## config.mk

```make
export PLATFORM = sky130hd
export DESIGN_NAME = seg7_scan_reader
export DESIGN_NICKNAME = d
export VERILOG_FILES = /design/src/rtl/seg7_pkg.sv /design/src/rtl/seg7_hex_decode.sv /design/src/rtl/seg7_scan_reader.sv
export SDC_FILE = /design/constraint.sdc
export NUM_CORES = 1
export LEC_CHECK = 0
export BUFFER_PORTS_ARGS = -buffer_cell sky130_fd_sc_hd__buf_4
export CAP_MARGIN = 5
export CORE_ASPECT_RATIO = 0.5
export CORE_MARGIN = 1
export CORE_UTILIZATION = 55
export DETAILED_ROUTE_END_ITERATION = 16
export GPL_TIMING_DRIVEN = 0
export PLACE_DENSITY = 0.87
export SYNTH_ARGS = -nofsm -noshare
export SYNTH_HDL_FRONTEND = slang
export SYNTH_SLANG_ARGS = --single-unit
```

## constraint.sdc

```tcl
create_clock -name CLK100MHZ -period 6.4 [get_ports CLK100MHZ]
set_clock_uncertainty 0.15 [all_clocks]
set_input_delay 0.64 -clock CLK100MHZ [delete_from_list [all_inputs] [get_ports CLK100MHZ]]
set_output_delay 0.64 -clock CLK100MHZ [all_outputs]
set_load 0.05 [all_outputs]
```

## src/rtl/seg7_pkg.sv

```systemverilog
// Shared types and constants for the 7-segment scan reader: digit count,
// segment bit positions, the hex glyph table and anode classification helpers.
package seg7_pkg;

  localparam int NUM_DIGITS = 8;

  localparam int SEG_A  = 7;
  localparam int SEG_B  = 6;
  localparam int SEG_C  = 5;
  localparam int SEG_D  = 4;
  localparam int SEG_E  = 3;
  localparam int SEG_F  = 2;
  localparam int SEG_G  = 1;
  localparam int SEG_DP = 0;

  typedef logic [7:0] seg_t;
  typedef seg_t [NUM_DIGITS-1:0] seg_frame_t;

  typedef enum logic [1:0] {
    AN_BLANK,
    AN_ONEHOT,
    AN_MULTI
  } an_class_e;

  // Active-high a..g patterns for hex values 0..F (index = value).
  localparam logic [0:15][6:0] GLYPHS = {
    7'h7E, 7'h30, 7'h6D, 7'h79, 7'h33, 7'h5B, 7'h5F, 7'h70,
    7'h7F, 7'h7B, 7'h77, 7'h1F, 7'h4E, 7'h3D, 7'h4F, 7'h47
  };

  function automatic an_class_e an_classify(input logic [NUM_DIGITS-1:0] an);
    if (an == '0) return AN_BLANK;
    if ((an & (an - 1'b1)) == '0) return AN_ONEHOT;
    return AN_MULTI;
  endfunction

  function automatic logic [2:0] an_index(input logic [NUM_DIGITS-1:0] an);
    logic [2:0] idx;
    idx = 3'd0;
    for (int i = 0; i < NUM_DIGITS; i++) begin
      if (an[i]) idx = 3'(i);
    end
    return idx;
  endfunction

endpackage

```

## src/rtl/seg7_hex_decode.sv

```systemverilog
// Combinational glyph matcher: maps a segment pattern (dp ignored) to its hex
// value; unmatched or all-off patterns report known_o=0 and hex_o=0.
module seg7_hex_decode
  import seg7_pkg::*;
(
  input  seg_t       seg_i,
  output logic [3:0] hex_o,
  output logic       known_o
);

  seg_t seg_nodp;

  always_comb begin
    seg_nodp = seg_i & 8'hFE;
    hex_o    = 4'd0;
    known_o  = 1'b0;
    for (int k = 0; k < 16; k++) begin
      if (seg_nodp == {GLYPHS[k], 1'b0}) begin
        hex_o   = 4'(k);
        known_o = 1'b1;
      end
    end
  end

endmodule

```

## src/rtl/seg7_scan_reader.sv

```systemverilog
// Loopback reader for the multiplexed 7-segment bus: qualifies stable digits,
// assembles frames and publishes snapshots. Define SEG7_HEX_DECODE_EN for hex readback.
module seg7_scan_reader
  import seg7_pkg::*;
#(
  parameter int unsigned STABLE_CYCLES = 16,
  parameter logic [7:0]  DIGIT_MASK    = 8'hFF
) (
  input  logic       CLK100MHZ,
  input  logic       rst,
  input  logic       CA,
  input  logic       CB,
  input  logic       CC,
  input  logic       CD,
  input  logic       CE,
  input  logic       CF,
  input  logic       CG,
  input  logic       DP,
  input  logic [7:0] AN,
  output logic       frame_valid,
  input  logic       frame_ack,
  output logic       err_multi,
  output logic       overrun,
  input  logic [2:0] rd_idx,
  output logic [7:0] rd_seg,
  output logic [3:0] rd_hex,
  output logic       rd_known
);

  localparam logic [7:0] STABLE_C = 8'(STABLE_CYCLES);

  logic [15:0] sync1_q, sync2_q;
  logic [15:0] prev_q;
  logic [7:0]  cnt_q, cnt_d;
  seg_frame_t  work_q, work_d;
  seg_frame_t  snap_q, snap_d;
  logic [7:0]  seen_q, seen_d;
  logic        valid_q, valid_d;
  logic        err_q, err_d;
  logic        ovr_q, ovr_d;

  seg_t        seg_s;
  logic [7:0]  an_s;
  logic [15:0] sample;
  logic        same, hit, complete, ack_eff, load;
  logic [2:0]  hit_idx;

  // Synchronizers idle high so the reset state reads as "nothing lit".
  always_comb begin
    an_s          = ~sync2_q[15:8];
    seg_s         = '0;
    seg_s[SEG_A]  = ~sync2_q[7];
    seg_s[SEG_B]  = ~sync2_q[6];
    seg_s[SEG_C]  = ~sync2_q[5];
    seg_s[SEG_D]  = ~sync2_q[4];
    seg_s[SEG_E]  = ~sync2_q[3];
    seg_s[SEG_F]  = ~sync2_q[2];
    seg_s[SEG_G]  = ~sync2_q[1];
    seg_s[SEG_DP] = ~sync2_q[0];
    sample        = {an_s, seg_s};
  end

  always_comb begin
    same     = (sample == prev_q);
    cnt_d    = same ? ((cnt_q == STABLE_C) ? cnt_q : cnt_q + 8'd1) : 8'd0;
    hit      = same && (cnt_q == STABLE_C - 8'd1);
    hit_idx  = an_index(an_s);
    complete = ((seen_q & DIGIT_MASK) == DIGIT_MASK);
    ack_eff  = frame_ack && valid_q;
    load     = complete && (!valid_q || frame_ack);

    work_d  = work_q;
    seen_d  = seen_q;
    snap_d  = snap_q;
    valid_d = valid_q;
    err_d   = err_q;
    ovr_d   = ovr_q;

    if (ack_eff) begin
      valid_d = 1'b0;
      err_d   = 1'b0;
      ovr_d   = 1'b0;
    end

    if (complete) begin
      seen_d = '0;
      if (load) begin
        snap_d  = work_q;
        valid_d = 1'b1;
      end else begin
        ovr_d = 1'b1;
      end
    end

    // A fresh error event wins over an ack in the same cycle so it is not lost.
    if (hit) begin
      unique case (an_classify(an_s))
        AN_ONEHOT: begin
          work_d[hit_idx] = seg_s;
          seen_d[hit_idx] = 1'b1;
        end
        AN_MULTI: err_d = 1'b1;
        default: ;
      endcase
    end
  end

  always_ff @(posedge CLK100MHZ or posedge rst) begin
    if (rst) begin
      sync1_q <= '1;
      sync2_q <= '1;
      prev_q  <= '0;
      cnt_q   <= '0;
      work_q  <= '0;
      snap_q  <= '0;
      seen_q  <= '0;
      valid_q <= 1'b0;
      err_q   <= 1'b0;
      ovr_q   <= 1'b0;
    end else begin
      sync1_q <= {AN, CA, CB, CC, CD, CE, CF, CG, DP};
      sync2_q <= sync1_q;
      prev_q  <= sample;
      cnt_q   <= cnt_d;
      work_q  <= work_d;
      snap_q  <= snap_d;
      seen_q  <= seen_d;
      valid_q <= valid_d;
      err_q   <= err_d;
      ovr_q   <= ovr_d;
    end
  end

  assign frame_valid = valid_q;
  assign err_multi   = err_q;
  assign overrun     = ovr_q;
  assign rd_seg      = snap_q[rd_idx];

`ifdef SEG7_HEX_DECODE_EN
  seg7_hex_decode u_hex_decode (
    .seg_i   (rd_seg),
    .hex_o   (rd_hex),
    .known_o (rd_known)
  );
`else
  assign rd_hex   = 4'd0;
  assign rd_known = 1'b0;
`endif

endmodule

```

==> impl_metrics.csv, run 1 <==
group,metric,value,unit
pwr,powerDensity,279.9,nW/um2
timing,final_max_slew_viol_count,0,
clock_tree,post_cts_buffers,0,
yosys,ys_ff_latch,195,
timing,max_freq,267.6,MHz
timing,setup_slack,2.663,ns
yosys,postSynthAreaPerCell,15.78,um2
finish,fill_cells,914,
timing,post-route-period-util,58.38,%
grt,grt_use_met2,34.46,%
yosys,synth_seq_area_share,63.24,%
grt,antenna_found_initial,0,
clock_tree,root_buffer,"clkbuf_16",
worst_setup_path,crit_buf_inv,3,
finish,instances_no_fill,751,
timing,rsz0062_at_grt,"false",
place,dpl_cell_area,8288,um2
timing,slew-limit-headroom,28.00,%
worst_setup_path,end_kind,"primary output",
place,port_buffers,29,
finish,nNetsFinal,570,
clock_tree,cts_tree,"built",
floorplan,rows,30,
yosys,yosysWarnings,0,
timing,hold_viol,0,
worst_setup_path,cp_cell_sequence,"clkbuf_1 -> buf_1 -> mux4_2 -> mux2_2 -> buf_4",
worst_setup_path,cp_slowest_cell,"buf_1",
yosys,synth_top_area_share,52.43,%
worst_setup_path,critPathTopFamily,"buffers and inverters",
place,place_ws,2.595,ns
worst_setup_path,crit_type,"in -> out",
floorplan,dieWidth,170.2,um
timing,final-setup-viol-count,0,
hold_path,hold_class,"in -> async",
finish,drive_above_1_share,47.41,%
worst_setup_path,r2r_cells,6,
drt,via_per_inst,5.513,
yosys,synth_area_leaders,"dfrtp_1, mux2_2, dfstp_2, mux4_2, xnor2_1",
grt,use_met3,4.153,%
yosys,syn_area,7780,um2
drt,num_vias,4140,
clock_tree,cts.clk_slew.worst_paths,0.07,ns
drt,ant_nets,0,
floorplan,initial_core_util,56.94,%
place,gp_congestion,0.7624,
floorplan,fp.dieArea,14650,um2
clock_tree,htreeDepth,4,
grt,first_global_vias,4357,
grt,grt_pass1_wl,23660,um
yosys,synth_cell_types,41,
clock_tree,cts_resized,0,
pwr,peakVddDrop,0.2256,mV
grt,top_usage_layer,"met2",
worst_setup_path,crit_fanout,10,
timing,worstMarginPinSlew,1.078,ns
clock_tree,clock-sinks,195,
timing,min_period,3.737,ns
drt,wl_per_cell,19.37,um
grt,grt_usage,21.94,%
drt,drt_wl_total,14550,um
worst_setup_path,critical_path_arrival,2.95,ns
clock_tree,cts_inserted_buffers,17,
floorplan,fp.dieH,86.10,um
worst_setup_path,start_kind,"input pin",
clock_tree,clk_path_buf_depth,2,
finish,diodes,0,
pwr,p_leak,4.356,nW
place,dp.final_hpwl,8950,um
drt,drc,0,
worst_setup_path,path_depth,5,
finish,postLayoutCellArea,8942,um2
finish,area_delta_synth_final,14.94,%
drt,drt-initial-drc-count,197,
floorplan,ios,38,
clock_tree,clk_latency,0.43,ns
place,dpl.cell_count,719,
yosys,synthCells,493,
yosys,synth_top_area_cell,"dfrtp_1",
run_status,status,"finished, final reports clean",
flow_run,drv_cap,0,
worst_setup_path,critPathRequiredTime,5.61,ns
clock_tree,hold_buffers,0,
drt,dr.pass1.iters,4,
floorplan,coreArea,13660,um2
worst_setup_path,max_stage_delay,0.75,ns
grt,met1_usage,31.13,%
grt,overflow,0,
grt,grt_max_degree,102,
==> state kept, by name, indices dropped and copies added (netlist names) <==
signal       cells
snap_q          64
work_q          64
prev_q          16
sync1_q         16
sync2_q         16
cnt_q            8
seen_q           8
err_multi        1
frame_valid      1
overrun          1
==> stage by stage <==
step / hold WS (ns) / power (mW) / setup TNS [ns] / utilization, %
6_report: 0.1642 / 2.503 / 0 / 65.45
5_1_grt: 0.1469 / 2.576 / 0 / 65.45
4_1_cts: 0.1507 / 2.521 / 0 / 65.45
3_5_place_dp: 0.1972 / 1.375 / 0 / 60.66
3_3_place_gp: 0.1953 / 1.370 / -225.10 / 60.40
2_1_floorplan: 0.1952 / 1.344 / 0 / -
==> routing by layer <==
| layer | up-vias | wire length [um] |
|---|---|---|
| met4 | 0 | 213 |
| met3 | 17 | 391 |
| li1 | 1831 | - |
| met1 | 2219 | 6844 |
| met2 | 73 | 7099 |
| met5 | - | 0 |
==> cell type report <==
type / instances / area, um2 / area share, %
clock buffers: 23 / 533.0 / 5.961
well taps: 192 / 240.2 / 2.686
repair buffers: 30 / 245.2 / 2.742
clock inverters: 9 / 121.4 / 1.357
flip-flops and latches: 195 / 4920 / 55.02
plain buffers: 24 / 113.9 / 1.273
inverters: 22 / 90.09 / 1.007
multi-input cells: 256 / 2679 / 29.96
==> cells by family after synthesis <==
logic type,count (synthesis),share of synthesized area (%)
buffers and inverters,46,2.525
AND/OR/NAND/NOR,48,4.374
XOR/XNOR,22,2.477
flip-flops,195,63.24
AO/OA/AOI/OAI,25,2.429
multiplexers,153,24.46
other,1,0.04820
adder cells (fa/ha/maj),3,0.4503
==> layout by cell type (no fill, tap or decap), types with 11 or more instances in the layout <==
cell / count
dfrtp_1: 163
mux2_2: 136
buf_4: 34
dfstp_2: 32
inv_1: 21
clkbuf_16: 21
xnor2_1: 20
mux4_2: 16
clkbuf_1: 14
nor2_1: 11
==> final timing paths <==
path | startpoint | slack, ns | to
worst max-delay path | rd_idx[0] | 2.66 | rd_seg[0]
worst max register to register | sync2_q[15] | 2.91 | work_q[57]
max in group asynchronous | rst | 5.04 | sync2_q[12]
worst min register to register | sync1_q[12] | 0.21 | sync2_q[12]
worst min-delay path | rst | 0.16 | work_q[27]
min in group CLK100MHZ | AN[7] | 0.16 | sync1_q[15]
==> worst register-to-register path, stage by stage, from the launching register on <==
cell and delay (ns):
dfstp_2 0.52, clkbuf_1 0.34, xnor2_1 0.11, nor4_1 0.34, nand4_2 0.44, a211oi_2 1.03, mux2_2 0.44
==> where the power goes <==
part           switching [mW]  internal [mW]  total, mW
Clock                   0.471          0.680       1.15
Combinational          0.0609         0.0273     0.0882
Sequential            0.00810           1.26       1.26
==> synth_stat cells (all sizes together) <==
cell type / count
a21oi: 6
xnor2: 20
nand3: 4
nand4: 4
maj3: 1
nor3: 1
and3: 1
nor4b: 1
o21ai: 2
mux4: 16
o21a: 1
and4: 1
nor4: 8
dfstp: 32
mux2: 137
nor2: 11
o31ai: 1
conb: 1
ha: 2
nand2: 10
or3: 4
or4: 2
xor2: 2
a21o: 9
dfrtp: 163
buf: 11
or2: 1
inv: 22
a211oi: 2
o2111ai: 2
clkbuf: 13
a2bb2oi: 1
o21bai: 1
(Power assumes the default switching activity.)
==> inputs of run 2 (changes only) <==
--- a/config.mk
+++ b/config.mk
@@ -9,10 +9,10 @@
 export CAP_MARGIN = 5
 export CORE_ASPECT_RATIO = 0.5
 export CORE_MARGIN = 1
-export CORE_UTILIZATION = 55
+export CORE_UTILIZATION = 61
 export DETAILED_ROUTE_END_ITERATION = 16
 export GPL_TIMING_DRIVEN = 0
-export PLACE_DENSITY = 0.87
+export PLACE_DENSITY = 0.9
 export SYNTH_ARGS = -nofsm -noshare
 export SYNTH_HDL_FRONTEND = slang
 export SYNTH_SLANG_ARGS = --single-unit
==> constraint.sdc (replaced) <==
create_clock -name CLK100MHZ -period 3.45 [get_ports CLK100MHZ]
set_clock_uncertainty 0.15 [all_clocks]
set_input_delay 0.345 -clock CLK100MHZ [delete_from_list [all_inputs] [get_ports CLK100MHZ]]
set_output_delay 0.345 -clock CLK100MHZ [all_outputs]
set_load 0.05 [all_outputs]
==> run 2 against run 1 <==
Compared with the run above: combinational power rose by 120%; clock power rose by 67%; count of clock-buffer cells in the layout decreased by 4; utilization up 10 points; via count increased by 7.6%; hold slack improved by 0.042 ns; critical endpoint is now work_q[7]; largest cell class unchanged; largest power group unchanged.
==> impl_metrics.csv, run 2 (synthesized netlist as in run 1, its figures left out) <==
group,metric,value,unit
floorplan,rows,28,
worst_setup_path,cp_cell_sequence,"clkbuf_1 -> xnor2_1 -> nor4_1 -> nand4_4 -> nor4_4 -> mux2_2",
timing,hold_viol,0,
grt,overflow,0,
worst_setup_path,max_stage_delay,0.81,ns
pwr,peakVddDrop,0.3409,mV
timing,max_freq,297.5,MHz
worst_setup_path,critical_path_arrival,3.52,ns
timing,final_max_slew_viol_count,0,
worst_setup_path,start_kind,"register",
drt,drt-initial-drc-count,362,
finish,area_delta_synth_final,17.59,%
worst_setup_path,cp_slowest_cell,"nor4_4",
worst_setup_path,crit_type,"reg -> reg",
grt,grt_max_degree,42,
finish,nNetsFinal,596,
grt,grt_usage,27.24,%
grt,first_global_vias,4703,
finish,largestRegisters,"snap_q x64, work_q x64",
finish,drive_above_1_share,47.01,%
hold_path,hold_start,"sync1_q[5]",
clock_tree,root_buffer,"clkbuf_16",
clock_tree,cts.clk_slew.worst_paths,0.07,ns
drt,num_vias,4453,
grt,grt_pass1_wl,25830,um
clock_tree,htreeDepth,4,
place,dpl.cell_count,696,
place,place_ws,-0.05632,ns
drt,via_per_inst,5.937,
timing,setup_slack,0.08902,ns
timing,tns,0,ns
drt,drc,0,
floorplan,fp.dieH,81.86,um
floorplan,fp.dieArea,13240,um2
pwr,total_power,4.464,mW
worst_setup_path,critPathRequiredTime,3.60,ns
timing,worstMarginPinSlew,1.137,ns
clock_tree,clk_path_buf_depth,2,
grt,antenna_found_initial,0,
drt,drt_wl_total,16670,um
finish,final_common_cell,"dfrtp_1",
place,port_buffers,29,
clock_tree,cts_inserted_buffers,17,
worst_setup_path,r2r_start,"sync2_q[15]",
floorplan,ios,38,
place,dp.final_hpwl,10050,um
timing,final-setup-viol-count,0,
drt,ant_nets,0,
worst_setup_path,worstSetupStartpoint,"sync2_q[15]",
flow_run,drv_cap,0,
floorplan,dieWidth,161.7,um
timing,slew-limit-headroom,24.21,%
clock_tree,cts_tree,"built",
worst_setup_path,crit_fanout,9,
run_status,status,"finished, final reports clean",
worst_setup_path,end_kind,"register",
finish,final_cell_mix,"dfrtp_1, mux2_2, buf_4",
clock_tree,clk_latency,0.43,ns
drt,wl_per_cell,22.23,um
timing,post-route-period-util,97.42,%
drt,dr.pass1.iters,5,
timing,min_period,3.361,ns
pwr,powerDensity,487.9,nW/um2
floorplan,initial_core_util,64.18,%
place,gp_congestion,0.7988,
finish,diodes,0,
hold_path,hold_class,"reg -> reg",
finish,instances_no_fill,750,
pwr,p_leak,4.458,nW
floorplan,coreArea,12120,um2
clock_tree,clock-sinks,195,
timing,hold_slack,0.2060,ns
finish,fill_cells,623,
## run 2: cell types whose count changed in the layout (fill, tap and decap cells not counted), sizes merged
cell         previous run  this run
inv                    28        26
clkinv                  1         3
buf                    41        49
bufinv                  2         1
clkinvlp                0         5
clkbuf                 36        32
dlygate4sd3             0        18
## run 2: worst max-delay path: cells and delay by family (launching register included)
family                    cells  cell delay (ns)
muxes                         1             0.43
DFF                           1             0.52
buffers and inverters         1             0.34
and+or+nand+nor               3             1.69
xor gates and xnor gates      1             0.12
## run 2: worst paths after layout
| path | to | cells after the start | slack, ns |
|---|---|---|---|
| worst max-delay path | work_q[7] | 6 | 0.09 |
| worst min-delay path | sync2_q[5] | 0 | 0.21 |
| worst max register to register | work_q[7] | 6 | 0.09 |
| worst min register to register | sync2_q[5] | 0 | 0.21 |
| max in group asynchronous | work_q[46] | 6 | 1.64 |
| min in group asynchronous | cnt_q[2] | 3 | 0.42 |
## run 2: area by class of cell
type | count | area (um2) | share of cell area, %
clock inverter | 13 | 123.9 | 1.354
clock buffer | 19 | 442.9 | 4.841
multi-input combinational | 256 | 2701 | 29.53
timing repair buffer | 56 | 553.0 | 6.045
sequential | 195 | 4920 | 53.77
inverter | 22 | 86.33 | 0.9437
buffer | 24 | 115.1 | 1.258
tap | 165 | 206.4 | 2.257
## run 2: report_power, final
group | total (mW) | leakage (nW) | switching (mW) | internal, mW
clock | 1.92 | 0.270 | 0.895 | 1.03
sequential | 2.34 | 2.57 | 0.0152 | 2.33
combinational | 0.197 | 1.62 | 0.125 | 0.0721
total | 4.46 | 4.46 | 1.03 | 3.43
## run 2: through the flow
step	cell area (um2)	utilization, %
after floorplan	7799	-
after global placement	8223	67.84
after detailed placement	8323	68.66
after CTS	9092	75.01
after global routing	9149	75.47
final	9149	75.47
## run 2: layer usage
| layer | track usage, % | share of wire (%) | vias up |
|---|---|---|---|
| met5 | 0 | 0 | - |
| met4 | 10.94 | 2.0 | 0 |
| met3 | 8.081 | 5.1 | 35 |
| met2 | 45.47 | 51 | 176 |
| met1 | 34.25 | 42 | 2344 |
| li1 | - | - | 1898 |
## run 2: what timing repair did
| action | 4_1_cts | 5_1_grt |
|---|---|---|
| cloned | 0 | 0 |
| hold buffers | 18 | 0 |
| endpoints found under the setup margin | 16 | 56 |
| pin swaps | 2 | 2 |
| setup buffers | 2 | 2 |
| gates resized for setup | 1 | 4 |
| hold endpoints to repair | 26 | 0 |
==> inputs of run 3 (changes only) <==
--- a/config.mk
+++ b/config.mk
@@ -13,6 +13,7 @@
 export DETAILED_ROUTE_END_ITERATION = 16
 export GPL_TIMING_DRIVEN = 0
 export PLACE_DENSITY = 0.9
+export REMOVE_ABC_BUFFERS = 1
 export SYNTH_ARGS = -nofsm -noshare
 export SYNTH_HDL_FRONTEND = slang
 export SYNTH_SLANG_ARGS = --single-unit
==> run 3 against run 2 <==
Compared with the run above: total power up 0.15%; sequential power is essentially flat; final area up 0.42%; via count increased by 2.0%; non-clock buffer count is 17 lower; sequential cell count did not move; critical path depth did not move; global-route usage grew 2.5 points; largest power group unchanged; highest routed layer unchanged.
==> impl_metrics.csv, run 3 (synthesized netlist as in run 1, its figures left out) <==
group,metric,value,unit
timing,hold_viol,0,
finish,largestRegisters,"snap_q x64, work_q x64",
pwr,powerDensity,486.5,nW/um2
floorplan,rows,28,
worst_setup_path,crit_fanout,17,
worst_setup_path,crit_type,"reg -> reg",
place,dpl.cell_count,674,
finish,diodes,0,
floorplan,dieWidth,161.7,um
finish,area_delta_synth_final,18.09,%
pwr,p_leak,4.463,nW
drt,wl_per_cell,24.74,um
pwr,switching_share,22.93,%
pwr,p_seq_share,52.7,%
clock_tree,clock-sinks,195,
timing,setup_slack,0.07082,ns
timing,worstMarginPinSlew,0.8318,ns
worst_setup_path,critPathTopFamily,"simple AND/OR/NAND/NOR gates",
worst_setup_path,critPathRequiredTime,3.61,ns
worst_setup_path,end_kind,"register",
run_status,status,"finished, final reports clean",
timing,rsz0062_at_grt,"false",
floorplan,coreArea,12120,um2
clock_tree,cts_tree,"built",
clock_tree,cts.clk_slew.worst_paths,0.07,ns
grt,grt_usage,29.76,%
drt,drt_wl_total,18140,um
worst_setup_path,cp_cell_sequence,"xnor2_1 -> nor4_1 -> nand4_4 -> nor4b_4 -> buf_12 -> mux2_2",
floorplan,ios,38,
flow_run,drv_cap,0,
finish,nNetsFinal,579,
grt,first_global_vias,4873,
drt,dr.pass1.iters,5,
clock_tree,clk_latency,0.43,ns
place,port_buffers,32,
worst_setup_path,critical_path_arrival,3.54,ns
worst_setup_path,max_stage_delay,0.74,ns
drt,ant_nets,0,
hold_path,hold_class,"reg -> reg",
place,gp_congestion,0.7912,
timing,slew-limit-headroom,44.04,%
timing,post-route-period-util,97.95,%
grt,grt_max_degree,144,
pwr,peakVddDrop,0.3902,mV
floorplan,fp.dieArea,13240,um2
pwr,p_clk_share,43.3,%
place,dp.final_hpwl,8748,um
clock_tree,root_buffer,"clkbuf_16",
pwr,p_int,3.445,mW
pwr,power_switching,1.025,mW
worst_setup_path,start_kind,"register",
place,place_ws,-0.3766,ns
finish,drive_above_1_share,48.06,%
drt,num_vias,4544,
place,dpl_cell_area,8257,um2
floorplan,fp.dieH,81.86,um
timing,min_period,3.379,ns
drt,drt-initial-drc-count,345,
finish,postLayoutCellArea,9188,um2
worst_setup_path,cp_slowest_cell,"nor4_1",
finish,utilization,75.79,%
clock_tree,cts_inserted_buffers,17,
finish,final_common_cell,"dfrtp_1",
clock_tree,clk_path_buf_depth,2,
drt,drc,0,
timing,final-setup-viol-count,0,
timing,max_freq,295.9,MHz
grt,antenna_found_initial,0,
finish,instances_no_fill,733,
timing,final_max_slew_viol_count,0,
grt,overflow,0,
pwr,p_comb_share,3.9,%
worst_setup_path,crit_buf_inv,1,
clock_tree,htreeDepth,4,
drt,via_per_inst,6.199,
finish,final_cell_mix,"dfrtp_1, mux2_2, buf_4",
grt,grt_pass1_wl,28190,um
floorplan,initial_core_util,64.18,%
## run 3: final cells by class
type                            instances  area, um2
Clock buffer                           21      470.5
Fill cell                             614       2934
Sequential cell                       195       4920
Multi-Input combinational cell        256       2713
Tap cell                              165      206.4
Clock inverter                         11      102.6
Inverter                               22      90.09
Timing Repair Buffer                   63      685.7
## run 3: through the flow
step                TNS (ns)  total power [mW]  hold slack (ns)
global route               0             4.596           0.2041
floorplan            -479.33             2.478           0.1952
finish                     0             4.470           0.1975
CTS                        0             4.439           0.2037
detailed placement    -13.24             2.547           0.1968
global placement     -925.11             2.536           0.1957
## run 3: power groups by stage
stage	Sequential [mW]	Combinational [mW]	Clock, mW
floorplan	2.39	0.0906	0
global placement	2.39	0.144	0
detailed placement	2.39	0.152	0
CTS	2.35	0.171	1.91
global route	2.36	0.193	2.05
finish	2.36	0.176	1.94
## run 3: what timing repair did
item                                    in CTS  in global routing
endpoints found under the setup margin      66                 62
gates resized for setup                      2                  1
pin swaps                                    7                  0
hold endpoints to repair                    64                  0
buffers inserted                             9                  0
hold buffers                                18                  0
## run 3: metal layers
metal / vias to the layer above / global-route usage, % / share of wire, %
met5: - / 0 / 0
met1: 2417 / 37.32 / 41
met2: 190 / 50.22 / 50
li1: 1868 / - / -
met3: 69 / 6.465 / 5.1
met4: 0 / 15.38 / 3.9
## run 3: path summary, 6_finish.rpt
| path | endpoint | cells past startpoint | slack (ns) | from |
|---|---|---|---|---|
| worst max-delay path | work_q[11] | 6 | 0.07 | sync2_q[11] |
| worst min-delay path | sync2_q[3] | 0 | 0.20 | sync1_q[3] |
| worst max register to register | work_q[11] | 6 | 0.07 | sync2_q[11] |
| worst min register to register | sync2_q[3] | 0 | 0.20 | sync1_q[3] |
| max in group asynchronous | work_q[48] | 4 | 1.82 | rst |
| min in group asynchronous | snap_q[42] | 3 | 0.32 | rst |
## run 3: worst register-to-register path: cells and delay by family, from the launching register on
kind                      cells  cell delay [ns]
DFF                           1             0.66
and+or+nand+nor               3             1.76
muxes                         1             0.36
xor gates and xnor gates      1             0.15
buffers and inverters         1             0.20
